**src/rtl/analyst_frame_ctrl_if.sv**
```systemverilog
// Result bus between the frame sequencer and the RS232/VGA consumer.
// master: drives the snapshot and res_valid; slave: drives res_ready.
interface analyst_frame_ctrl_if;
   logic [11:0] res_centre_x;
   logic [11:0] res_centre_y;
   logic [9:0]  res_angle_x;
   logic [9:0]  res_angle_y;
   logic        res_dir;
   logic [18:0] res_obj_cnt;
   logic        res_found;
   logic        res_valid;
   logic        res_ready;

   modport master (
      output res_centre_x, res_centre_y,
      output res_angle_x, res_angle_y,
      output res_dir, res_obj_cnt,
      output res_found, res_valid,
      input  res_ready
   );

   modport slave (
      input  res_centre_x, res_centre_y,
      input  res_angle_x, res_angle_y,
      input  res_dir, res_obj_cnt,
      input  res_found, res_valid,
      output res_ready
   );
endinterface

```
**src/rtl/analyst_frame_ctrl.sv**
```systemverilog
// Frame sequencer for the extremal-point/centre/angle datapath.
// In: clk, rst, frame/pixel strobes, dp_* results. Out: new_frm, dp_enw,
// busy, ovr_cnt, err_cnt; snapshot offered on rb (valid/ready).
module analyst_frame_ctrl #(
   parameter int unsigned FRAME_DIV  = 1,
   parameter int unsigned MIN_PIX    = 16,
   parameter int unsigned SETTLE_CYC = 2
) (
   input  logic        clk,
   input  logic        rst,
   input  logic        frm_start,
   input  logic        frm_end,
   input  logic        pix_en,
   input  logic        pix_obj_n,
   output logic        new_frm,
   output logic        dp_enw,
   input  logic [11:0] dp_centre_x,
   input  logic [11:0] dp_centre_y,
   input  logic [9:0]  dp_angle_x,
   input  logic [9:0]  dp_angle_y,
   input  logic        dp_dir,
   analyst_frame_ctrl_if.master rb,
   output logic [7:0]  ovr_cnt,
   output logic [7:0]  err_cnt,
   output logic        busy
);

   localparam logic [2:0] S_CLEAR  = 3'd0;
   localparam logic [2:0] S_WAIT   = 3'd1;
   localparam logic [2:0] S_ACCUM  = 3'd2;
   localparam logic [2:0] S_SKIP   = 3'd3;
   localparam logic [2:0] S_SETTLE = 3'd4;
   localparam logic [2:0] S_LATCH  = 3'd5;

   localparam logic [7:0]  DIV_LAST = 8'(FRAME_DIV - 1);
   localparam logic [3:0]  SET_LAST = 4'(SETTLE_CYC - 1);
   localparam logic [18:0] MIN_CNT  = 19'(MIN_PIX);

   logic [2:0]  state_q, state_d;
   logic [3:0]  sub_q, sub_d;
   logic [7:0]  div_q, div_d;
   logic [18:0] obj_q, obj_d;
   logic [7:0]  ovr_q, ovr_d;
   logic [7:0]  err_q, err_d;
   logic [11:0] cx_q, cx_d, cy_q, cy_d;
   logic [9:0]  ax_q, ax_d, ay_q, ay_d;
   logic        dir_q, dir_d;
   logic [18:0] cnt_q, cnt_d;
   logic        fnd_q, fnd_d;
   logic        vld_q, vld_d;

   logic       accept;
   logic       obj_hit;
   logic [7:0] div_nxt;

   assign accept  = vld_q & rb.res_ready;
   assign obj_hit = pix_en & ~pix_obj_n;
   assign div_nxt = (div_q == DIV_LAST) ? 8'd0 : div_q + 8'd1;

   always_comb begin
      state_d = state_q;
      sub_d   = sub_q;
      div_d   = div_q;
      obj_d   = obj_q;
      ovr_d   = ovr_q;
      err_d   = err_q;
      cx_d    = cx_q;
      cy_d    = cy_q;
      ax_d    = ax_q;
      ay_d    = ay_q;
      dir_d   = dir_q;
      cnt_d   = cnt_q;
      fnd_d   = fnd_q;
      vld_d   = accept ? 1'b0 : vld_q;

      case (state_q)
         S_CLEAR: begin
            if (sub_q == 4'd2) begin
               state_d = S_WAIT;
               sub_d   = 4'd0;
            end else begin
               sub_d = sub_q + 4'd1;
            end
         end
         S_WAIT: begin
            if (frm_start) begin
               div_d = div_nxt;
               if (div_q == 8'd0) begin
                  state_d = S_ACCUM;
                  obj_d   = 19'd0;
               end else begin
                  state_d = S_SKIP;
               end
            end
         end
         S_ACCUM: begin
            // A new frame start means frm_end was lost: drop this frame.
            if (frm_start) begin
               if (err_q != 8'hFF) err_d = err_q + 8'd1;
               state_d = S_CLEAR;
               sub_d   = 4'd0;
            end else begin
               if (obj_hit && obj_q != '1) obj_d = obj_q + 19'd1;
               if (frm_end) begin
                  state_d = S_SETTLE;
                  sub_d   = 4'd0;
               end
            end
         end
         S_SKIP: begin
            // A start while skipping is simply the next frame.
            if (frm_start) begin
               div_d = div_nxt;
               if (div_q == 8'd0) begin
                  state_d = S_ACCUM;
                  obj_d   = 19'd0;
               end else begin
                  state_d = S_SKIP;
               end
            end else if (frm_end) begin
               state_d = S_WAIT;
            end
         end
         S_SETTLE: begin
            if (sub_q == SET_LAST) begin
               state_d = S_LATCH;
               sub_d   = 4'd0;
            end else begin
               sub_d = sub_q + 4'd1;
            end
         end
         S_LATCH: begin
            cx_d  = dp_centre_x;
            cy_d  = dp_centre_y;
            ax_d  = dp_angle_x;
            ay_d  = dp_angle_y;
            dir_d = dp_dir;
            cnt_d = obj_q;
            fnd_d = (obj_q >= MIN_CNT);
            vld_d = 1'b1;
            // Same-cycle accept consumed the old snapshot: no overrun.
            if (vld_q && !rb.res_ready && ovr_q != 8'hFF)
               ovr_d = ovr_q + 8'd1;
            state_d = S_CLEAR;
            sub_d   = 4'd0;
         end
         default: begin
            state_d = S_CLEAR;
            sub_d   = 4'd0;
         end
      endcase
   end

   always_ff @(posedge clk) begin
      if (rst) begin
         state_q <= S_CLEAR;
         sub_q   <= 4'd0;
         div_q   <= 8'd0;
         obj_q   <= 19'd0;
         ovr_q   <= 8'd0;
         err_q   <= 8'd0;
         cx_q    <= 12'd0;
         cy_q    <= 12'd0;
         ax_q    <= 10'd0;
         ay_q    <= 10'd0;
         dir_q   <= 1'b0;
         cnt_q   <= 19'd0;
         fnd_q   <= 1'b0;
         vld_q   <= 1'b0;
      end else begin
         state_q <= state_d;
         sub_q   <= sub_d;
         div_q   <= div_d;
         obj_q   <= obj_d;
         ovr_q   <= ovr_d;
         err_q   <= err_d;
         cx_q    <= cx_d;
         cy_q    <= cy_d;
         ax_q    <= ax_d;
         ay_q    <= ay_d;
         dir_q   <= dir_d;
         cnt_q   <= cnt_d;
         fnd_q   <= fnd_d;
         vld_q   <= vld_d;
      end
   end

   // Held low during reset so the two-cycle clear pulse always starts
   // on the first cycle after reset is released.
   assign new_frm = (state_q == S_CLEAR) & (sub_q < 4'd2) & ~rst;
   assign dp_enw  = (state_q == S_ACCUM) & pix_en;
   assign busy    = (state_q != S_WAIT);
   assign ovr_cnt = ovr_q;
   assign err_cnt = err_q;

   assign rb.res_centre_x = cx_q;
   assign rb.res_centre_y = cy_q;
   assign rb.res_angle_x  = ax_q;
   assign rb.res_angle_y  = ay_q;
   assign rb.res_dir      = dir_q;
   assign rb.res_obj_cnt  = cnt_q;
   assign rb.res_found    = fnd_q;
   assign rb.res_valid    = vld_q;

endmodule

```
**src/flat_wrapper.sv**
```systemverilog
// flat-port wrapper written by rule: the top's interface ports become plain ports
module analyst_frame_ctrl_flat 
#(
   parameter int unsigned FRAME_DIV  = 1,
   parameter int unsigned MIN_PIX    = 16,
   parameter int unsigned SETTLE_CYC = 2
)
  (clk, rst, frm_start, frm_end, pix_en, pix_obj_n, new_frm, dp_enw, dp_centre_x, dp_centre_y, dp_angle_x, dp_angle_y, dp_dir, ovr_cnt, err_cnt, busy, rb_res_centre_x, rb_res_centre_y, rb_res_angle_x, rb_res_angle_y, rb_res_dir, rb_res_obj_cnt, rb_res_found, rb_res_valid, rb_res_ready);
  analyst_frame_ctrl_if rb_i ();
  input  logic clk;
  input  logic rst;
  input  logic frm_start;
  input  logic frm_end;
  input  logic pix_en;
  input  logic pix_obj_n;
  output logic new_frm;
  output logic dp_enw;
  input  logic [11:0] dp_centre_x;
  input  logic [11:0] dp_centre_y;
  input  logic [9:0] dp_angle_x;
  input  logic [9:0] dp_angle_y;
  input  logic dp_dir;
  output logic [7:0] ovr_cnt;
  output logic [7:0] err_cnt;
  output logic busy;
  output wire logic [$bits(rb_i.res_centre_x)-1:0] rb_res_centre_x;
  output wire logic [$bits(rb_i.res_centre_y)-1:0] rb_res_centre_y;
  output wire logic [$bits(rb_i.res_angle_x)-1:0] rb_res_angle_x;
  output wire logic [$bits(rb_i.res_angle_y)-1:0] rb_res_angle_y;
  output wire logic [$bits(rb_i.res_dir)-1:0] rb_res_dir;
  output wire logic [$bits(rb_i.res_obj_cnt)-1:0] rb_res_obj_cnt;
  output wire logic [$bits(rb_i.res_found)-1:0] rb_res_found;
  output wire logic [$bits(rb_i.res_valid)-1:0] rb_res_valid;
  input wire logic [$bits(rb_i.res_ready)-1:0] rb_res_ready;
  assign rb_res_centre_x = rb_i.res_centre_x;
  assign rb_res_centre_y = rb_i.res_centre_y;
  assign rb_res_angle_x = rb_i.res_angle_x;
  assign rb_res_angle_y = rb_i.res_angle_y;
  assign rb_res_dir = rb_i.res_dir;
  assign rb_res_obj_cnt = rb_i.res_obj_cnt;
  assign rb_res_found = rb_i.res_found;
  assign rb_res_valid = rb_i.res_valid;
  assign rb_i.res_ready = rb_res_ready;
  analyst_frame_ctrl #(.FRAME_DIV(FRAME_DIV), .MIN_PIX(MIN_PIX), .SETTLE_CYC(SETTLE_CYC)) u_core (.clk(clk), .rst(rst), .frm_start(frm_start), .frm_end(frm_end), .pix_en(pix_en), .pix_obj_n(pix_obj_n), .new_frm(new_frm), .dp_enw(dp_enw), .dp_centre_x(dp_centre_x), .dp_centre_y(dp_centre_y), .dp_angle_x(dp_angle_x), .dp_angle_y(dp_angle_y), .dp_dir(dp_dir), .rb(rb_i), .ovr_cnt(ovr_cnt), .err_cnt(err_cnt), .busy(busy));
endmodule
```
**config.mk**
```make
export PLATFORM = sky130hd
export DESIGN_NAME = analyst_frame_ctrl_flat
export DESIGN_NICKNAME = d
export VERILOG_FILES = /design/src/rtl/analyst_frame_ctrl_if.sv /design/src/rtl/analyst_frame_ctrl.sv /design/src/flat_wrapper.sv
export SDC_FILE = /design/constraint.sdc
export NUM_CORES = 1
export LEC_CHECK = 0
export ABC_AREA = 1
export ABC_CLOCK_PERIOD_IN_PS = 1900
export CAP_MARGIN = 40
export CORE_ASPECT_RATIO = 0.7
export CORE_MARGIN = 3
export CORE_UTILIZATION = 34
export DETAILED_ROUTE_END_ITERATION = 16
export PLACE_DENSITY_LB_ADDON = 0.05
export RECOVER_POWER = 25
export SLEW_MARGIN = 20
export SYNTH_ARGS = -nofsm -noshare
export SYNTH_HDL_FRONTEND = slang
export SYNTH_SLANG_ARGS = --single-unit
```
**constraint.sdc**
```tcl
create_clock -name clk -period 1.9 [get_ports clk]
set_clock_uncertainty 0.2 [all_clocks]
set_input_delay 0.19 -clock clk [delete_from_list [all_inputs] [get_ports clk]]
set_output_delay 0.19 -clock clk [all_outputs]
set_load 0.02 [all_outputs]
```
==> flow_summary.toml, run 1 <==
[logic_synthesis]
synth_area_leaders = "dfxtp_1, nor2_1, nand2_1"
yosys_warnings = 0
async_reset_ff_share_pct = 0
netlist.area_leader.share_pct = 44.7
yosysMostFrequentCell = "nor2_1"
synth_flop_cell = "dfxtp_1"
synth_common_cells = "nor2_1, dfxtp_1, nand2_1"
post_synth_num_cell_types = 40
yosys.area.top_type = "dfxtp_1"
synth-edff-count = 0
synth-seq-cells = 116
synth_area_um2 = 5190
syn_inst = 733
synth_nets = 791
ys_seq_area_share_pct = 44.7
syn_avg_cell_area_um2 = 7.09

[routing]
finalWirelength_um = 15800
routedWlPerCell_um = 14.1
first_pass_iters = 5
routed_via_density = 4.79
drc = 0
num_vias = 5360
ant_nets = 0
drt-initial-drc-count = 321

[floorplan]
dieArea_um2 = 16800
coreArea_um2 = 14800
num_rows = 37
die_x_um = 154
io_pins = 137
die_h_um = 109
initial_core_util_pct = 35.1

[clock_tree]
htree_num_levels = 4
clock_latency_ns = 0.41
path_clk_slew_ns = 0.06
cts_root_buffer = "clkbuf_16"
clk_path_buf_depth = 2
cts_tree = "built"
cts_buffers = 17
clock_sinks = 116

[timing]
max_freq_ghz = 0.541
setup_viol = 0
tns_ns = 0
tightest_slew_ns = 0.368
setup_slack_ns = 0.0502
fin_crit_sh_pct = 97.4
hold_viol_final = 0
period_needed_ns = 1.85
slew_violations = 0
rsz0062_at_grt = "true"
slew_headroom_pct = 75.5

[worst_setup_path]
critPathTopFamily = "buffers and inverters"
path_cells = "clkdlybuf4s50_1"
worst-endpoint-required_ns = 1.51
cp-start-kind = "flip-flop"
critPathMaxFanout = 6
path_buf_inv = 1
critPathCaptureType = "primary output"
r2r_slack_ns = 0.08
slowest_delay_ns = 0.65
cpMaxStageDelayCell = "clkdlybuf4s50_1"
rr_startpoint = "u_core.div_q[0]"
worstSetupStartpoint = "u_core.ovr_cnt[2]"
r2r_cells = 11
cp.arrival_ns = 1.46
worst-path-stages = 1
critPathCapture = "ovr_cnt[2]"
critPathKind = "flip-flop to primary output"
reg2reg_to = "u_core.obj_q[17]"

[layout]
n_antenna_cell = 0
nNetsFinal = 970
drive_above_1_share_pct = 14.8
fillCellCount = 1448
syn2layout_area_growth_pct = 49.3
final_cell_area_um2 = 7750

[global_routing]
antenna_found_initial = 0
grt_pass1_vias = 4942
grt_pass1_wl_um = 24500
grt_max_degree = 65
grt_overflow = 0
grt_usage_pct = 17.8

[power_and_ir_drop]
power.density_nw_per_um2 = 1030
p_sw_share_pct = 29.5
p_int_uw = 5610
p_leak_uw = 0.00304
irDropWorstVdd_mv = 0.618
p_comb_share_pct = 22.9
clockPowerShare_pct = 42.7
switching_power_uw = 2350
power_frac_seq_pct = 34.4

[run]
maxCapViolations = 0

[placed_design]
dpl_worst_slack_ns = -0.0201
hpwl_um = 11000
gp_congestion = 0.898
numPortBuffers = 136
placedInstanceArea_um2 = 7040

[status]
status = "complete, no violations"

[worst_hold_path]
hold_path_class = "input pin to flip-flop"
holdCritStartpoint = "dp_angle_x[8]"
whs_path_depth = 3
==> layout make-up <==
type,count,area (um2),share of cell area (%)
Inverter,60,225,2.91
Clock buffer,19,443,5.71
Sequential cell,116,2330,30.1
Multi-Input combinational cell,524,2550,32.9
Clock inverter,13,180,2.32
Tap cell,195,244,3.15
Timing Repair Buffer,193,1780,22.9
==> registers in the layout, summed over array words and instances, names as in the netlist <==
name                    cells
u_core.rb.res_dir           1
u_core.rb.res_found         1
u_core.state_q              3
u_core.div_q                8
u_core.rb.res_valid         1
u_core.rb.res_centre_x     12
u_core.rb.res_obj_cnt      19
u_core.obj_q               19
u_core.rb.res_centre_y     12
u_core.err_cnt              8
u_core.rb.res_angle_y      10
u_core.sub_q                4
u_core.rb.res_angle_x      10
u_core.ovr_cnt              8
==> kinds of logic after synthesis <==
family	count (synthesis)	share of synthesized area, %
DFF	116	44.7
and+or+nand+nor	373	31.1
AOI/OAI and AO/OA	140	14.2
xor gates and xnor gates	5	0.843
adders and majority gates	6	1.45
buffers and inverters	93	7.76
==> timing repair <==
item                       CTS  global route
cloned                       0             3
hold buffers                 0             0
setup endpoints to repair    3            93
gates resized for setup      9            49
pin swaps                    0             5
buffers inserted             0             2
hold endpoints to repair     0             0
==> per-layer routing <==
layer	track usage [%]	up-vias	share of wire, %
met2	27.7	138	45
met1	25.0	2471	49
met4	4.41	0	0.75
li1	-	2741	-
met3	4.45	10	5.7
met5	0	-	0
==> cells in the final DEF, fill, tap and decap left out, types with 5 or more instances in the layout <==
cell and n:
dfxtp_2 7, nor2_1 171, nand2_2 8, nand2_1 105, inv_2 10, nor2_2 5
buf_4 45, nor2_4 7, clkbuf_16 17, nand4_1 12, nand3_2 5, clkbuf_1 9
dfxtp_1 109, o21ai_0 81, inv_1 50, buf_6 6, a21oi_1 44, nand3_1 41
clkdlybuf4s50_1 129, nor3_1 6
==> worst min path at each step <==
stage | endpoint | slack (ns)
2_1_floorplan | u_core.rb.res_obj_cnt[4] | 0.07
3_3_place_gp | u_core.div_q[7] | 0.24
3_5_place_dp | u_core.div_q[7] | 0.25
4_1_cts | u_core.rb.res_dir | 0.19
5_1_grt | u_core.rb.res_centre_y[8] | 0.22
6_report | u_core.rb.res_angle_x[8] | 0.20
==> power groups by stage <==
stage	Combinational [uW]	Sequential (uW)	Clock (uW)
CTS	1680	2720	3460
global placement	1670	2770	0
global route	2030	2770	3580
finish	1820	2740	3400
detailed placement	1690	2770	0
floorplan	949	2810	0
==> stage by stage <==
step	power (uW)	utilization [%]	instances	hold slack, ns
6_report	7960	52.3	1120	0.204
2_1_floorplan	3760	-	733	0.0693
4_1_cts	7860	51.7	1115	0.192
3_5_place_dp	4460	47.5	1083	0.245
5_1_grt	8380	52.3	1120	0.216
3_3_place_gp	4440	47.5	1083	0.243
(Power assumes the default switching activity.)
==> run 2: changes to the inputs <==
- ABC_CLOCK_PERIOD_IN_PS: 1900 -> default
- SKIP_LAST_GASP: default -> 1
==> flow_summary.toml, run 2 (synthesized netlist as in run 1, its figures left out) <==
[floorplan]
die_h_um = 109
num_rows = 37
initial_core_util_pct = 35.1
die_x_um = 154
coreArea_um2 = 14800
io_pins = 137
dieArea_um2 = 16800

[routing]
finalWirelength_um = 15700
num_vias = 5354
ant_nets = 0
drt-initial-drc-count = 341
first_pass_iters = 5
routedWlPerCell_um = 14.0
routed_via_density = 4.79
drc = 0

[run]
maxCapViolations = 0

[clock_tree]
cts_buffers = 17
clk_path_buf_depth = 2
path_clk_slew_ns = 0.06
cts_hold_buf = 0
cts_root_buffer = "clkbuf_16"
clock_latency_ns = 0.40
htree_num_levels = 4
cts_tree = "built"
clock_sinks = 116

[timing]
fin_crit_sh_pct = 97.1
period_needed_ns = 1.84
max_freq_ghz = 0.542
rsz0062_at_grt = "true"
slew_headroom_pct = 73.4
hold_viol_final = 0
setup_viol = 0
tightest_slew_ns = 0.399
slew_violations = 0

[worst_setup_path]
critPathTopFamily = "buffers and inverters"
path_buf_inv = 1
cpMaxStageDelayCell = "clkdlybuf4s50_1"
cp.arrival_ns = 1.45
cp-start-kind = "flip-flop"
critPathMaxFanout = 6
worst-endpoint-required_ns = 1.51
critPathCaptureType = "primary output"
slowest_delay_ns = 0.65
path_cells = "clkdlybuf4s50_1"
critPathKind = "flip-flop to primary output"

[layout]
fin_cells = 1118
mostFrequentLayoutCell = "nor2_1"
drive_above_1_share_pct = 14.0
syn2layout_area_growth_pct = 48.6
n_antenna_cell = 0
mostFrequentLayoutCells = "nor2_1, clkdlybuf4s50_1, dfxtp_1"
nNetsFinal = 968

[global_routing]
grt_max_degree = 65
grt_usage_pct = 17.8
antenna_found_initial = 0
grt_pass1_wl_um = 24500
grt_pass1_vias = 4944
grt_overflow = 0

[status]
status = "complete, no violations"

[placed_design]
gp_congestion = 0.898
placed_cells = 1083
hpwl_um = 11000
numPortBuffers = 136

[worst_hold_path]
hold_path_class = "input pin to flip-flop"

[power_and_ir_drop]
p_leak_uw = 0.00306
irDropWorstVdd_mv = 0.605
power.density_nw_per_um2 = 1020
total_power_uw = 7870
## run 2: changes by cell type in the layout (fill, tap and decap cells not counted), moves of 2 or more
cell	before	now
clkdlybuf4s50_1	129	125
dlygate4sd3_1	0	4
inv_1	50	53
inv_2	10	7
buf_6	6	4
clkbuf_1	9	7
nand2_1	105	107
nand2_2	8	6
nor2_1	171	173
nor2_2	5	3
## run 2: timing repair
action	in CTS	in global routing
endpoints found under the setup margin	3	93
gates cloned	0	1
pin swaps	0	4
buffers inserted	0	2
resized for setup	6	38
## run 2: stage by stage
stage,hold slack [ns],util (%),setup TNS [ns],instance area (um2),setup slack (ns)
finish,0.209,52.1,0,7720,0.0559
CTS,0.192,51.7,-0.103,7660,-0.103
detailed placement,0.245,47.5,-0.0393,7040,-0.0201
floorplan,0.0693,-,0,5190,0.150
global route,0.216,52.1,-0.900,7720,-0.0668
global placement,0.243,47.5,0,7040,0.0138
## run 2: area by class of cell
type	instances	area, um2
fill	1455	7100
multi-input combinational	524	2530
sequential	116	2330
timing repair buffer	191	1760
clock buffer	19	443
tap	195	244
inverter	60	225
clock inverter	13	180
## run 2: final timing paths
check	startpoint	endpoint	slack, ns	depth (start not counted)
min	dp_angle_x[7]	u_core.rb.res_angle_x[7]	0.21	3
max	u_core.ovr_cnt[2]	ovr_cnt[2]	0.06	1
max reg2reg	u_core.div_q[1]	u_core.obj_q[17]	0.09	10
min reg2reg	u_core.div_q[7]	u_core.div_q[7]	0.25	1
## run 2: report_power, final
| part | internal (uW) | leakage (uW) | switching [uW] |
|---|---|---|---|
| Combinational | 745 | 0.00182 | 999 |
| Clock | 2230 | 0.000300 | 1160 |
| Sequential | 2600 | 0.000939 | 143 |
| Total | 5570 | 0.00306 | 2300 |
## run 2: layer usage
layer	wire length [um]	vias to the layer above	track usage, %
li1	-	2741	-
met1	7690	2483	25.0
met2	7100	126	27.7
met3	809	4	4.45
met4	54	0	4.41
met5	0	-	0
## run 2: tightest hold or removal path, cell delays in order
cell             delay [ns]
clkdlybuf4s50_1        0.39
o21ai_0                0.15
nor2_1                 0.04
==> run 3: changes to the inputs <==
- GPL_TIMING_DRIVEN: default -> 0
==> flow_summary.toml, run 3 (synthesized netlist as in run 1, its figures left out) <==
[status]
status = "complete, but fails checks"
violations = "negative setup slack"

[floorplan]
coreArea_um2 = 14800
num_rows = 37
dieArea_um2 = 16800
die_h_um = 109
initial_core_util_pct = 35.1
io_pins = 137
die_x_um = 154

[global_routing]
grt_pass1_vias = 4946
grt_usage_pct = 18.9
grt_max_degree = 17
grt_pass1_wl_um = 25200
grt_overflow = 0
antenna_found_initial = 0

[timing]
slew_headroom_pct = 58.4
tns_ns = -0.215
setup_slack_ns = -0.0365
slew_violations = 0
rsz0062_at_grt = "true"
tightest_slew_ns = 0.619
max_freq_ghz = 0.516
fin_crit_sh_pct = 102
period_needed_ns = 1.94
hold_viol_final = 0
fin_hold_ws_ns = 0.206
setup_viol = 15

[layout]
drive_above_1_share_pct = 12.0
multi_input_area_um2 = 2540
syn2layout_area_growth_pct = 45.5
mostFrequentLayoutCells = "nor2_1, clkdlybuf4s50_1, nand2_1"
fillCellCount = 1469
n_antenna_cell = 0
mostFrequentLayoutCell = "nor2_1"
nNetsFinal = 955
final_cell_area_um2 = 7550
regArea_um2 = 2340

[worst_setup_path]
critPathKind = "flip-flop to primary output"
critPathCaptureType = "primary output"
r2r_slack_ns = -0.03
cp-start-kind = "flip-flop"
critPathMaxFanout = 5
cp.arrival_ns = 1.55
worst-endpoint-required_ns = 1.51

[run]
maxCapViolations = 0

[routing]
drt-initial-drc-count = 277
routed_via_density = 4.82
num_vias = 5324
ant_nets = 0
routedWlPerCell_um = 14.6
finalWirelength_um = 16100
drc = 0
first_pass_iters = 5

[placed_design]
numPortBuffers = 136
gp_congestion = 0.855
hpwl_um = 11900
placedInstanceArea_um2 = 6800

[power_and_ir_drop]
p_leak_uw = 0.00290
irDropWorstVdd_mv = 0.563
power.density_nw_per_um2 = 1010

[worst_hold_path]
hold_path_class = "input pin to flip-flop"

[clock_tree]
cts_buffers = 17
cts_hold_buf = 0
path_clk_slew_ns = 0.06
cts_root_buffer = "clkbuf_16"
cts_tree = "built"
clock_latency_ns = 0.41
clock_sinks = 116
clk_path_buf_depth = 2
htree_num_levels = 4
==> run 3: cell count changes in the layout (fill, tap and decap cells not counted), moves of 3 or more <==
cell / delta
buf_4: -32
clkbuf_1: +13
clkdlybuf4s50_1: +5
dfxtp_1: -5
dlygate4sd3_1: -4
buf_2: +3
clkinv_4: +3
dfxtp_4: +3
nand2_2: -3
nor2_2: +3
nor2_4: -3
==> run 3: repair_timing <==
item                       in CTS  in global routing
setup buffers                   3                  6
setup endpoints to repair      94                 58
pin swaps                       3                  3
gates resized for setup        25                 30
==> run 3: layout make-up <==
| class | instances | share of cell area [%] |
|---|---|---|
| Tap cell | 195 | 3.23 |
| Clock inverter | 13 | 2.10 |
| Inverter | 60 | 3.06 |
| Timing Repair Buffer | 145 | 18.6 |
| Buffer | 33 | 2.52 |
| Clock buffer | 19 | 5.86 |
| Sequential cell | 116 | 31.0 |
| Multi-Input combinational cell | 524 | 33.6 |
==> run 3: final timing paths <==
path	cells after the start	end	start
hold / removal	3	u_core.rb.res_angle_x[1]	dp_angle_x[1]
hold reg to reg	1	u_core.div_q[7]	u_core.div_q[7]
setup / recovery	6	new_frm	u_core.state_q[1]
setup reg to reg	11	u_core.obj_q[13]	u_core.div_q[0]
==> run 3: layer usage <==
layer  share of wire, %  vias to the layer above  global-route usage, %
met2                 43                      152                   28.1
met4                1.0                        0                   6.36
met5                  0                        -                      0
met1                 50                     2437                   27.0
met3                5.7                       13                   4.60
li1                   -                     2722                      -
==> run 3: stage by stage <==
| step | setup slack, ns | util (%) | cells | total power (uW) |
|---|---|---|---|---|
| after floorplan | 0.150 | - | 733 | 3760 |
| after global placement | -0.591 | 45.9 | 1064 | 4240 |
| after detailed placement | -0.597 | 45.9 | 1064 | 4260 |
| after CTS | -0.0523 | 50.4 | 1099 | 7600 |
| after global routing | -0.162 | 51.0 | 1105 | 7990 |
| final | -0.0365 | 51.0 | 1105 | 7650 |
==> run 3: worst max-delay path, cell delays in order (launching register included) <==
cell and delay [ns]:
dfxtp_1 0.37, inv_2 0.13, nand2_1 0.12, nor2_1 0.14
nand3_1 0.08, nor2_1 0.13, buf_4 0.16
==> run 3: where the power goes <==
part | internal [uW] | switching [uW] | leakage, uW
sequential | 2610 | 209 | 0.000942
clock | 2090 | 1170 | 0.000289
combinational | 625 | 937 | 0.00167
